==> config.mk <==
export PLATFORM = sky130hd
export DESIGN_NAME = demux_route_buf_flat
export DESIGN_NICKNAME = d
export VERILOG_FILES = /design/src/rtl/demux_route_buf_if.sv /design/src/rtl/demux_route_buf.sv /design/src/flat_wrapper.sv
export SDC_FILE = /design/constraint.sdc
export NUM_CORES = 1
export LEC_CHECK = 0
export CORE_MARGIN = 5
export CORE_UTILIZATION = 40
export DETAILED_ROUTE_END_ITERATION = 8
export GPL_ROUTABILITY_DRIVEN = 0
export SYNTH_ARGS = -nofsm -noshare
export SYNTH_HDL_FRONTEND = slang
export SYNTH_SLANG_ARGS = --single-unit
==> constraint.sdc <==
create_clock -name clk -period 6.7 [get_ports clk]
set_clock_uncertainty 0.15 [all_clocks]
set_input_delay 0.67 -clock clk [delete_from_list [all_inputs] [get_ports clk]]
set_output_delay 0.67 -clock clk [all_outputs]
set_load 0.05 [all_outputs]
==> src/rtl/demux_route_buf_if.sv <==
`default_nettype none
// +--------------------------------------------------------------------------+
// | demux_route_buf_if                                                       |
// | Handshake bundle for the 1-to-2 routing demux: one input stream, two     |
// | buffered output streams. DEMUX_ROUTE_CNT_EN adds per-output pop counters.|
// | Revision: 1.0                                                            |
// +--------------------------------------------------------------------------+
interface demux_route_buf_if #(
    parameter int DATA_WIDTH = 32
);
    logic                  in_valid;
    logic                  in_ready;
    logic                  in_sel;
    logic [DATA_WIDTH-1:0] in_data;
    logic                  a_valid;
    logic                  a_ready;
    logic [DATA_WIDTH-1:0] a_data;
    logic                  b_valid;
    logic                  b_ready;
    logic [DATA_WIDTH-1:0] b_data;
    logic [1:0]            a_count;
    logic [1:0]            b_count;
`ifdef DEMUX_ROUTE_CNT_EN
    logic [15:0]           a_xfer_cnt;
    logic [15:0]           b_xfer_cnt;
`endif

    // slave = the demux itself, master = the producer/consumers around it
    modport slave (
        input  in_valid, in_sel, in_data, a_ready, b_ready,
        output in_ready, a_valid, a_data, b_valid, b_data, a_count, b_count
`ifdef DEMUX_ROUTE_CNT_EN
        , output a_xfer_cnt, b_xfer_cnt
`endif
    );

    modport master (
        output in_valid, in_sel, in_data, a_ready, b_ready,
        input  in_ready, a_valid, a_data, b_valid, b_data, a_count, b_count
`ifdef DEMUX_ROUTE_CNT_EN
        , input a_xfer_cnt, b_xfer_cnt
`endif
    );
endinterface
`default_nettype wire

==> src/rtl/demux_route_buf.sv <==
`default_nettype none
// +--------------------------------------------------------------------------+
// | demux_route_buf                                                          |
// | 1-to-2 registered demux with a 2-entry FIFO per output.                  |
// | Optional macro DEMUX_ROUTE_CNT_EN: 16-bit completed-pop counter per out. |
// | Revision: 1.0                                                            |
// +--------------------------------------------------------------------------+
module demux_route_buf #(
    parameter int DATA_WIDTH = 32
) (
    input  wire logic           clk,
    input  wire logic           rst,
    demux_route_buf_if.slave    bus
);
    logic [1:0]            w_full;
    logic [1:0]            w_valid;
    logic [1:0]            w_ready;
    logic [DATA_WIDTH-1:0] w_data  [2];
    logic [1:0]            w_count [2];
    logic                  w_in_ready;
`ifdef DEMUX_ROUTE_CNT_EN
    logic [15:0]           w_xfer_cnt [2];
`endif

    assign w_ready    = {bus.b_ready, bus.a_ready};
    // Acceptance depends only on registered occupancy, never on consumer readies
    assign w_in_ready = ~w_full[bus.in_sel];

    for (genvar k = 0; k < 2; k++) begin : g_fifo
        logic [DATA_WIDTH-1:0] mem_q [2];
        logic                  rd_ptr_q;
        logic                  wr_ptr_q;
        logic [1:0]            count_q;
        logic [1:0]            count_d;
        logic                  push;
        logic                  pop;

        assign push = bus.in_valid & w_in_ready & (bus.in_sel == 1'(k));
        assign pop  = (count_q != 2'd0) & w_ready[k];

        always_comb begin
            count_d = count_q;
            case ({push, pop})
                2'b10:   count_d = count_q + 2'd1;
                2'b01:   count_d = count_q - 2'd1;
                default: count_d = count_q;
            endcase
        end

        always_ff @(posedge clk) begin
            if (rst) begin
                mem_q[0] <= '0;
                mem_q[1] <= '0;
                rd_ptr_q <= 1'b0;
                wr_ptr_q <= 1'b0;
                count_q  <= 2'd0;
            end else begin
                if (push) begin
                    mem_q[wr_ptr_q] <= bus.in_data;
                    wr_ptr_q        <= ~wr_ptr_q;
                end
                if (pop) begin
                    rd_ptr_q <= ~rd_ptr_q;
                end
                count_q <= count_d;
            end
        end

        assign w_full[k]  = (count_q == 2'd2);
        assign w_valid[k] = (count_q != 2'd0);
        assign w_data[k]  = (count_q != 2'd0) ? mem_q[rd_ptr_q] : '0;
        assign w_count[k] = count_q;

`ifdef DEMUX_ROUTE_CNT_EN
        logic [15:0] xfer_cnt_q;

        always_ff @(posedge clk) begin
            if (rst) begin
                xfer_cnt_q <= 16'd0;
            end else if (pop) begin
                xfer_cnt_q <= xfer_cnt_q + 16'd1;
            end
        end

        assign w_xfer_cnt[k] = xfer_cnt_q;
`endif
    end

    assign bus.in_ready = w_in_ready;
    assign bus.a_valid  = w_valid[0];
    assign bus.a_data   = w_data[0];
    assign bus.a_count  = w_count[0];
    assign bus.b_valid  = w_valid[1];
    assign bus.b_data   = w_data[1];
    assign bus.b_count  = w_count[1];
`ifdef DEMUX_ROUTE_CNT_EN
    assign bus.a_xfer_cnt = w_xfer_cnt[0];
    assign bus.b_xfer_cnt = w_xfer_cnt[1];
`endif
endmodule
`default_nettype wire
==> src/flat_wrapper.sv <==
// flat-port wrapper written by rule: the top's interface ports become plain ports
module demux_route_buf_flat 
#(
    parameter int DATA_WIDTH = 32
)
  (clk, rst, bus_in_valid, bus_in_sel, bus_in_data, bus_a_ready, bus_b_ready, bus_in_ready, bus_a_valid, bus_a_data, bus_b_valid, bus_b_data, bus_a_count, bus_b_count);
  demux_route_buf_if #(.DATA_WIDTH(DATA_WIDTH)) bus_i ();
  input  wire logic clk;
  input  wire logic rst;
  input wire logic [$bits(bus_i.in_valid)-1:0] bus_in_valid;
  input wire logic [$bits(bus_i.in_sel)-1:0] bus_in_sel;
  input wire logic [$bits(bus_i.in_data)-1:0] bus_in_data;
  input wire logic [$bits(bus_i.a_ready)-1:0] bus_a_ready;
  input wire logic [$bits(bus_i.b_ready)-1:0] bus_b_ready;
  output wire logic [$bits(bus_i.in_ready)-1:0] bus_in_ready;
  output wire logic [$bits(bus_i.a_valid)-1:0] bus_a_valid;
  output wire logic [$bits(bus_i.a_data)-1:0] bus_a_data;
  output wire logic [$bits(bus_i.b_valid)-1:0] bus_b_valid;
  output wire logic [$bits(bus_i.b_data)-1:0] bus_b_data;
  output wire logic [$bits(bus_i.a_count)-1:0] bus_a_count;
  output wire logic [$bits(bus_i.b_count)-1:0] bus_b_count;
  assign bus_i.in_valid = bus_in_valid;
  assign bus_i.in_sel = bus_in_sel;
  assign bus_i.in_data = bus_in_data;
  assign bus_i.a_ready = bus_a_ready;
  assign bus_i.b_ready = bus_b_ready;
  assign bus_in_ready = bus_i.in_ready;
  assign bus_a_valid = bus_i.a_valid;
  assign bus_a_data = bus_i.a_data;
  assign bus_b_valid = bus_i.b_valid;
  assign bus_b_data = bus_i.b_data;
  assign bus_a_count = bus_i.a_count;
  assign bus_b_count = bus_i.b_count;
  demux_route_buf #(.DATA_WIDTH(DATA_WIDTH)) u_core (.clk(clk), .rst(rst), .bus(bus_i));
endmodule
; Word-level counts from Yosys, hierarchy flattened
; Memory sizes are Yosys's and may differ from the RTL's. A register that Yosys moved wholly into a read port is not among the register bits.
; Index checks and enable logic that the tools add are counted.
[op_classes]
add_sub_neg = 4
n_lt_le_gt_ge = 1
n_eq_ne = 6
n_mux = 24
bitwise = 11
reduce_logical = 6
[ops]
columns = op, n
row1 = two-way mux 32 bit, 4
row2 = OR reduction 32 bit, 2
row3 = two-way mux 1 bit, 18
row4 = equality test 2 bit (second input constant), 4
row5 = case mux 2 bit (2 select lines), 2
row6 = nonzero test 2 bit, 4
row7 = inverter 1 bit, 6
row8 = bitwise AND 1 bit, 5
row9 = adder 2 x 1 -> 2 bit (second input constant), 2
row10 = equality test 2 x 1 -> 1 bit (second input constant), 2
row11 = subtractor 2 x 1 -> 2 bit (second input constant), 2
row12 = less-than comparator 1 x 2 -> 1 bit (second input constant), 1
[totals]
ff_bits = 8
mem_bits_rw = 128
output_inout_bits = 71
n_memories = 2
[memory_table]
columns = name, depth, width, rd, rd_ports_with_merged_regs, wr, line
row1 = u_core.g_fifo[0].mem_q, 2, 32, 1, 1, 2, demux_route_buf.sv:30  ; logic [DATA_WIDTH-1:0] mem_q [2];
row2 = u_core.g_fifo[1].mem_q, 2, 32, 1, 1, 2, demux_route_buf.sv:30

; Depth between registers and ports, before layout
; Gate-level depths: netlist of run 1.
[logic_depth]
word_depth = 11
mapped_depth = 7
ltp_nobuf = 7

; Worst setup path after synthesis of run 1
; No wires, ideal clock.
[synth_path]
path_kind = in2reg
start = input port bus_in_sel
end = memory u_core.g_fifo[0].mem_q[0][0] (enable)
arrival_time_ns = 4.256
required_ns = 6.039
setup_slack_ns = 1.784
cell_stages = 2
path_cell_list = clkbuf_4 > o41ai_1
[synth_lines]
columns = item, line
row1 = "start, declared", flat_wrapper.sv:11  ; input wire logic [$bits(bus_i.in_sel)-1:0] bus_in_sel;
row2 = "end, declared", demux_route_buf.sv:30

==> results.yml, run 1 <==
status:
  run_status: "complete, no violations"
setup_path:
  rr_endpoint: "u_core.g_fifo[1].mem_q[0][9]"
  end_kind: "output port"
  worst_setup_path_start_kind: "register"
  ff2ff_path_depth: 3
  path_class: "register to output port"
  cp_max_fo: 32
  critPathRequiredTime_ns: 5.88
  crit_arrival_ns: 2.70
  r2r_slack_ns: 4.24
  r2r_start: "u_core.bus.b_count[0]"
timing:
  setup_slack_ns: 3.181
  max_freq_ghz: 0.2842
  worst_pin_slew_ns: 1.124
  tns_ns: 0
  slew_viol_final: 0
  setup_viol: 0
  period_minus_slack_ns: 3.519
  hold_viol: 0
  maxSlewHeadroom_pct: 24.76
  rsz0062_at_grt: "no"
  fin_crit_sh_pct: 52.52
power:
  seqPwrFrac_pct: 37.7
  p_sw_share_pct: 38.46
  comb_power_share_pct: 36.2
  vdd_drop_max_mv: 0.4150
  power.share.clock_pct: 26.1
  cellPowerDensity_mw_per_mm2: 380.2
  intPower_w: 0.001877
  p_leak_nw: 2.875
  p_total_w: 0.003050
  p_switching_w: 0.001173
layout:
  seqCellArea_mm2: 0.004046
  fill_cells: 1339
  fin_cells: 805
  fin_area_mm2: 0.008024
  multi_input_area_mm2: 0.002057
  fin_nets: 621
  post_route_cells_drive_above_1_share_pct: 7.239
  diodes: 0
  area_delta_synth_final_pct: 28.36
global_route:
  gr-usage-all-layers_pct: 16.00
  grt_max_degree: 34
  grt_pass1_wl_um: 22050
  antenna_found_initial: 0
  grt_overflow: 0
  grt_pass1_vias: 4117
floorplanning:
  dieArea_mm2: 0.01823
  die_h_um: 135.0
  num_rows: 45
  core_area_mm2: 0.01526
  dieWidth_um: 135.0
  start_util_pct: 40.97
  top_level_ports: 109
worst_hold_path:
  hold_start: "u_core.g_fifo[1].rd_ptr_q"
  min_path_type: "register to register"
  holdPathStages: 2
clocking:
  cts_htree_levels: 4
  cts.sinks: 138
  clkLatencyLatePin_ns: 0.41
  post-cts-setup-buffers: 0
  cts_tree: "built"
  cts_max_path_buffers: 2
  cts.reportedPaths.clkPinSlew_ns: 0.06
  hold_buffers: 0
  cts.repair.resized: 0
  cts-root-buf: "clkbuf_16"
  cts_buffers: 17
routing:
  drtIter0Drc: 263
  vias_per_cell: 4.791
  firstDrtPassIters: 4
  drt_wl_total_um: 14050
  via_count: 3857
  drc: 0
  ant_nets: 0
  wire_per_inst_um: 17.45
synth:
  synth_fp_nets: 516
  synthTopCellsByArea: "edfxtp_1, and2_1, mux2i_1"
  synth_top_cell_area_share_pct: 61.49
  syn_avg_cell_area_um2: 13.13
  ys_seq_area_share_pct: 64.69
  synthArstFlopShare_pct: 0
  synth_warnings: 0
  synthMostInstantiatedCell: "edfxtp_1"
  synthCells: 476
  syn-cell-area_mm2: 0.006251
  synth-main-ff-cell: "edfxtp_1"
  synth_cell_types: 28
  ys_top_cells_by_count: "edfxtp_1, and2_1, nor2_1"
  synth_edf_count: 128
  synth_top_area_cell: "edfxtp_1"
  ys_ff_latch: 138
placement:
  place_ws_ns: 3.360
  portBuffers: 108
  place_area_mm2: 0.007527
  hpwl_um: 8634
  dp_cells: 773
flow_run:
  maxCapViolations: 0
==> cells in the final DEF, fill, tap and decap left out, drive strengths merged, types with 4 or more instances in the layout <==
cell / synthesis / final
mux2i: 64 / 64
nor2: 74 / 74
clkdlybuf4s50: 0 / 108
buf: 18 / 6
o21ai: 6 / 6
clkinv: 0 / 9
edfxtp: 128 / 128
clkbuf: 10 / 21
dfxtp: 10 / 10
and2: 127 / 127
xor2: 4 / 4
inv: 9 / 9
==> worst max-delay path, stage by stage (launching register included) <==
cell             delay (ns)
dfxtp_2                1.04
mux2i_1                0.22
nor2_1                 0.17
clkdlybuf4s50_1        0.82
==> power groups by stage <==
stage                     combinational (W)  clock (W)  sequential [W]
after global routing                0.00117   0.000855         0.00117
after detailed placement            0.00112          0         0.00117
after global placement              0.00111          0         0.00117
after CTS                           0.00112   0.000809         0.00116
final                               0.00110   0.000796         0.00115
after floorplan                    0.000783          0         0.00111
==> how the worst max path moves through the flow <==
stage                    start                           end  slack, ns
CTS                   register                bus_b_data[31]       3.12
detailed placement  bus_in_sel                  bus_in_ready       3.36
global placement    bus_in_sel                  bus_in_ready       3.37
floorplan           bus_in_sel  u_core.g_fifo[0].mem_q[0][0]       1.78
finish                register                bus_b_data[24]       3.18
global route          register                bus_b_data[12]       3.00
==> metal layers <==
metal  share of wire (%)  global-route usage [%]
met5                   0                       0
met4                 1.6                   5.319
met3                 5.9                   4.806
met2                  50                   26.76
met1                  42                   19.91
==> final cells by class <==
cell class,instances,area share [%]
timing repair buffer,114,14.03
tap,211,3.290
sequential,138,50.43
clock buffer,21,5.489
clock inverter,11,0.7017
multi-input combinational,301,25.64
inverter,9,0.4210
==> sequential cells by signal (all words and copies together), names as in the netlist, named ones only <==
signal                  flops
u_core.g_fifo.wr_ptr_q      2
u_core.g_fifo.rd_ptr_q      2
u_core.g_fifo.mem_q       128
u_core.bus.a_count          2
u_core.bus.b_count          2
==> cells by family (layout without fill, tap and decap cells) <==
| family | Yosys count | after routing | share of synthesized area (%) |
|---|---|---|---|
| buffers and inverters | 37 | 155 | 3.243 |
| multiplexers | 64 | 64 | 10.25 |
| adder cells (fa/ha/maj) | 2 | 2 | 0.4003 |
| AO/OA/AOI/OAI | 13 | 13 | 1.301 |
| AND/OR/NAND/NOR | 216 | 216 | 19.28 |
| flip-flops | 138 | 138 | 64.69 |
| XOR/XNOR | 6 | 6 | 0.8407 |
==> through the flow <==
step	hold slack (ns)	utilization (%)
2_1_floorplan	0.3225	-
3_3_place_gp	0.3324	49.33
3_5_place_dp	0.3379	49.33
4_1_cts	0.3581	52.59
5_1_grt	0.3766	52.59
6_report	0.3555	52.59
Note: power is estimated with default switching activity, not from simulation.
==> inputs of run 2 (changes only) <==
==> constraint.sdc (replaced) <==
create_clock -name clk -period 3.5 [get_ports clk]
set_clock_uncertainty 0.15 [all_clocks]
set_input_delay 0.35 -clock clk [delete_from_list [all_inputs] [get_ports clk]]
set_output_delay 0.35 -clock clk [all_outputs]
set_load 0.05 [all_outputs]
==> run 2 against run 1 <==
  * Global-route usage shrank 0.24 points
  * Highest routed layer is now met5
  * Via count grew 1.6%
  * Largest cell class unchanged
  * Sequential cell count is the same
==> results.yml, run 2 (same netlist as run 1, synthesis figures left out) <==
status:
  run_status: "complete, no violations"
setup_path:
  worst_setup_path_start_kind: "register"
  endpoint: "bus_b_data[28]"
  rr_endpoint: "u_core.g_fifo[1].mem_q[1][31]"
  path_class: "register to output port"
  r2r_start: "u_core.bus.b_count[0]"
  startpoint: "u_core.bus.b_count[1]"
  cp_max_fo: 33
  ff2ff_path_depth: 4
  r2r_slack_ns: 1.27
  end_kind: "output port"
  crit_arrival_ns: 2.51
  critPathRequiredTime_ns: 3.00
timing:
  worst_pin_slew_ns: 1.140
  period_minus_slack_ns: 3.005
  setup_slack_ns: 0.4947
  maxSlewHeadroom_pct: 23.99
  slew_viol_final: 0
  tns_ns: 0
  fin_crit_sh_pct: 85.87
  max_freq_ghz: 0.3327
  hold_viol: 0
  setup_viol: 0
  rsz0062_at_grt: "no"
placement:
  place_area_mm2: 0.007615
  portBuffers: 108
  place_ws_ns: 0.7038
  hpwl_um: 9220
worst_hold_path:
  hold_start: "u_core.g_fifo[0].rd_ptr_q"
  min_path_type: "register to register"
clocking:
  cts.sinks: 138
  cts_tree: "built"
  cts.repair.resized: 0
  post-cts-setup-buffers: 0
  cts_htree_levels: 4
  clkLatencyLatePin_ns: 0.41
  cts_max_path_buffers: 2
  cts.reportedPaths.clkPinSlew_ns: 0.05
  hold_buffers: 0
  cts-root-buf: "clkbuf_16"
  cts_buffers: 17
routing:
  drtIter0Drc: 179
  vias_per_cell: 4.813
  via_count: 3918
  ant_nets: 0
  wire_per_inst_um: 17.22
  drt_wl_total_um: 14020
  drc: 0
  firstDrtPassIters: 4
global_route:
  gr-usage-all-layers_pct: 15.76
  grt_max_degree: 34
  grt_pass1_vias: 4097
  antenna_found_initial: 1
  grt_pass1_wl_um: 21690
  grt_overflow: 0
floorplanning:
  start_util_pct: 40.97
  dieArea_mm2: 0.01823
  top_level_ports: 109
  num_rows: 45
  dieWidth_um: 135.0
  core_area_mm2: 0.01526
  die_h_um: 135.0
layout:
  final_common_cell: "edfxtp_1"
  top_register: "u_core.g_fifo.mem_q"
  layout_common_cells: "edfxtp_1, and2_1, clkdlybuf4s50_1, nor2_1, mux2i_1"
  fin_area_mm2: 0.008154
  area_delta_synth_final_pct: 30.44
  post_route_cells_drive_above_1_share_pct: 8.955
  fill_cells: 1312
  fin_nets: 631
  largest_register_ffs: 128
  diodes: 0
power:
  cellPowerDensity_mw_per_mm2: 737.4
  vdd_drop_max_mv: 0.7931
  p_leak_nw: 2.958
flow_run:
  maxCapViolations: 0
==> run 2: cell count changes in the layout (fill, tap and decap cells not counted), moves of 2 or more <==
cell        before  now
buf_4            6   15
clkbuf_1         4    1
bufinv_16        0    2
clkinvlp_4       2    0
==> run 2: critical path, cell delays in order (launching register included) <==
cell and delay (ns):
dfxtp_1 0.37, nor2_4 0.74, nor2_1 0.21, clkdlybuf4s50_1 0.76
==> run 2: through the flow <==
stage                     utilization, %  power, W  std cells  hold slack [ns]
after floorplan                        -  0.003629        476           0.3225
after global placement             49.91  0.004416        783           0.3356
after detailed placement           49.91  0.004430        783           0.3400
after CTS                          53.44  0.006083        814           0.3563
after global routing               53.44  0.006249        814           0.3821
final                              53.44  0.006013        814           0.3497
==> run 2: how the worst min path moves through the flow <==
stage	endpoint	slack [ns]	cells past startpoint
2_1_floorplan	register	0.32	2
6_report	register	0.35	2
3_5_place_dp	u_core.g_fifo[1].rd_ptr_q	0.34	2
5_1_grt	u_core.g_fifo[0].rd_ptr_q	0.38	2
3_3_place_gp	u_core.g_fifo[0].rd_ptr_q	0.34	2
4_1_cts	register	0.36	2
==> run 2: area by class of cell <==
| cell class | instances | area, µm² | area share [%] |
|---|---|---|---|
| tap | 211 | 264.0 | 3.238 |
| timing repair buffer | 124 | 1214 | 14.88 |
| multi-input combinational | 301 | 2057 | 25.23 |
| clock buffer | 18 | 429.2 | 5.263 |
| sequential | 138 | 4046 | 49.62 |
| clock inverter | 13 | 110.1 | 1.350 |
| inverter | 9 | 33.78 | 0.4143 |
==> run 2: layer usage <==
metal	GRT usage (%)	vias to the layer above	wire length, µm
met5	0	-	13
met4	6.551	2	261
met3	3.502	30	606
met2	27.21	91	7124
met1	19.11	1927	6015
li1	-	1868	-
==> run 2: power breakdown <==
part / switching [W] / total [W] / internal [W]
Sequential: 0.000147 / 0.00212 / 0.00198
Clock: 0.000628 / 0.00165 / 0.00102
Combinational: 0.00148 / 0.00224 / 0.000755
Total: 0.00226 / 0.00601 / 0.00375
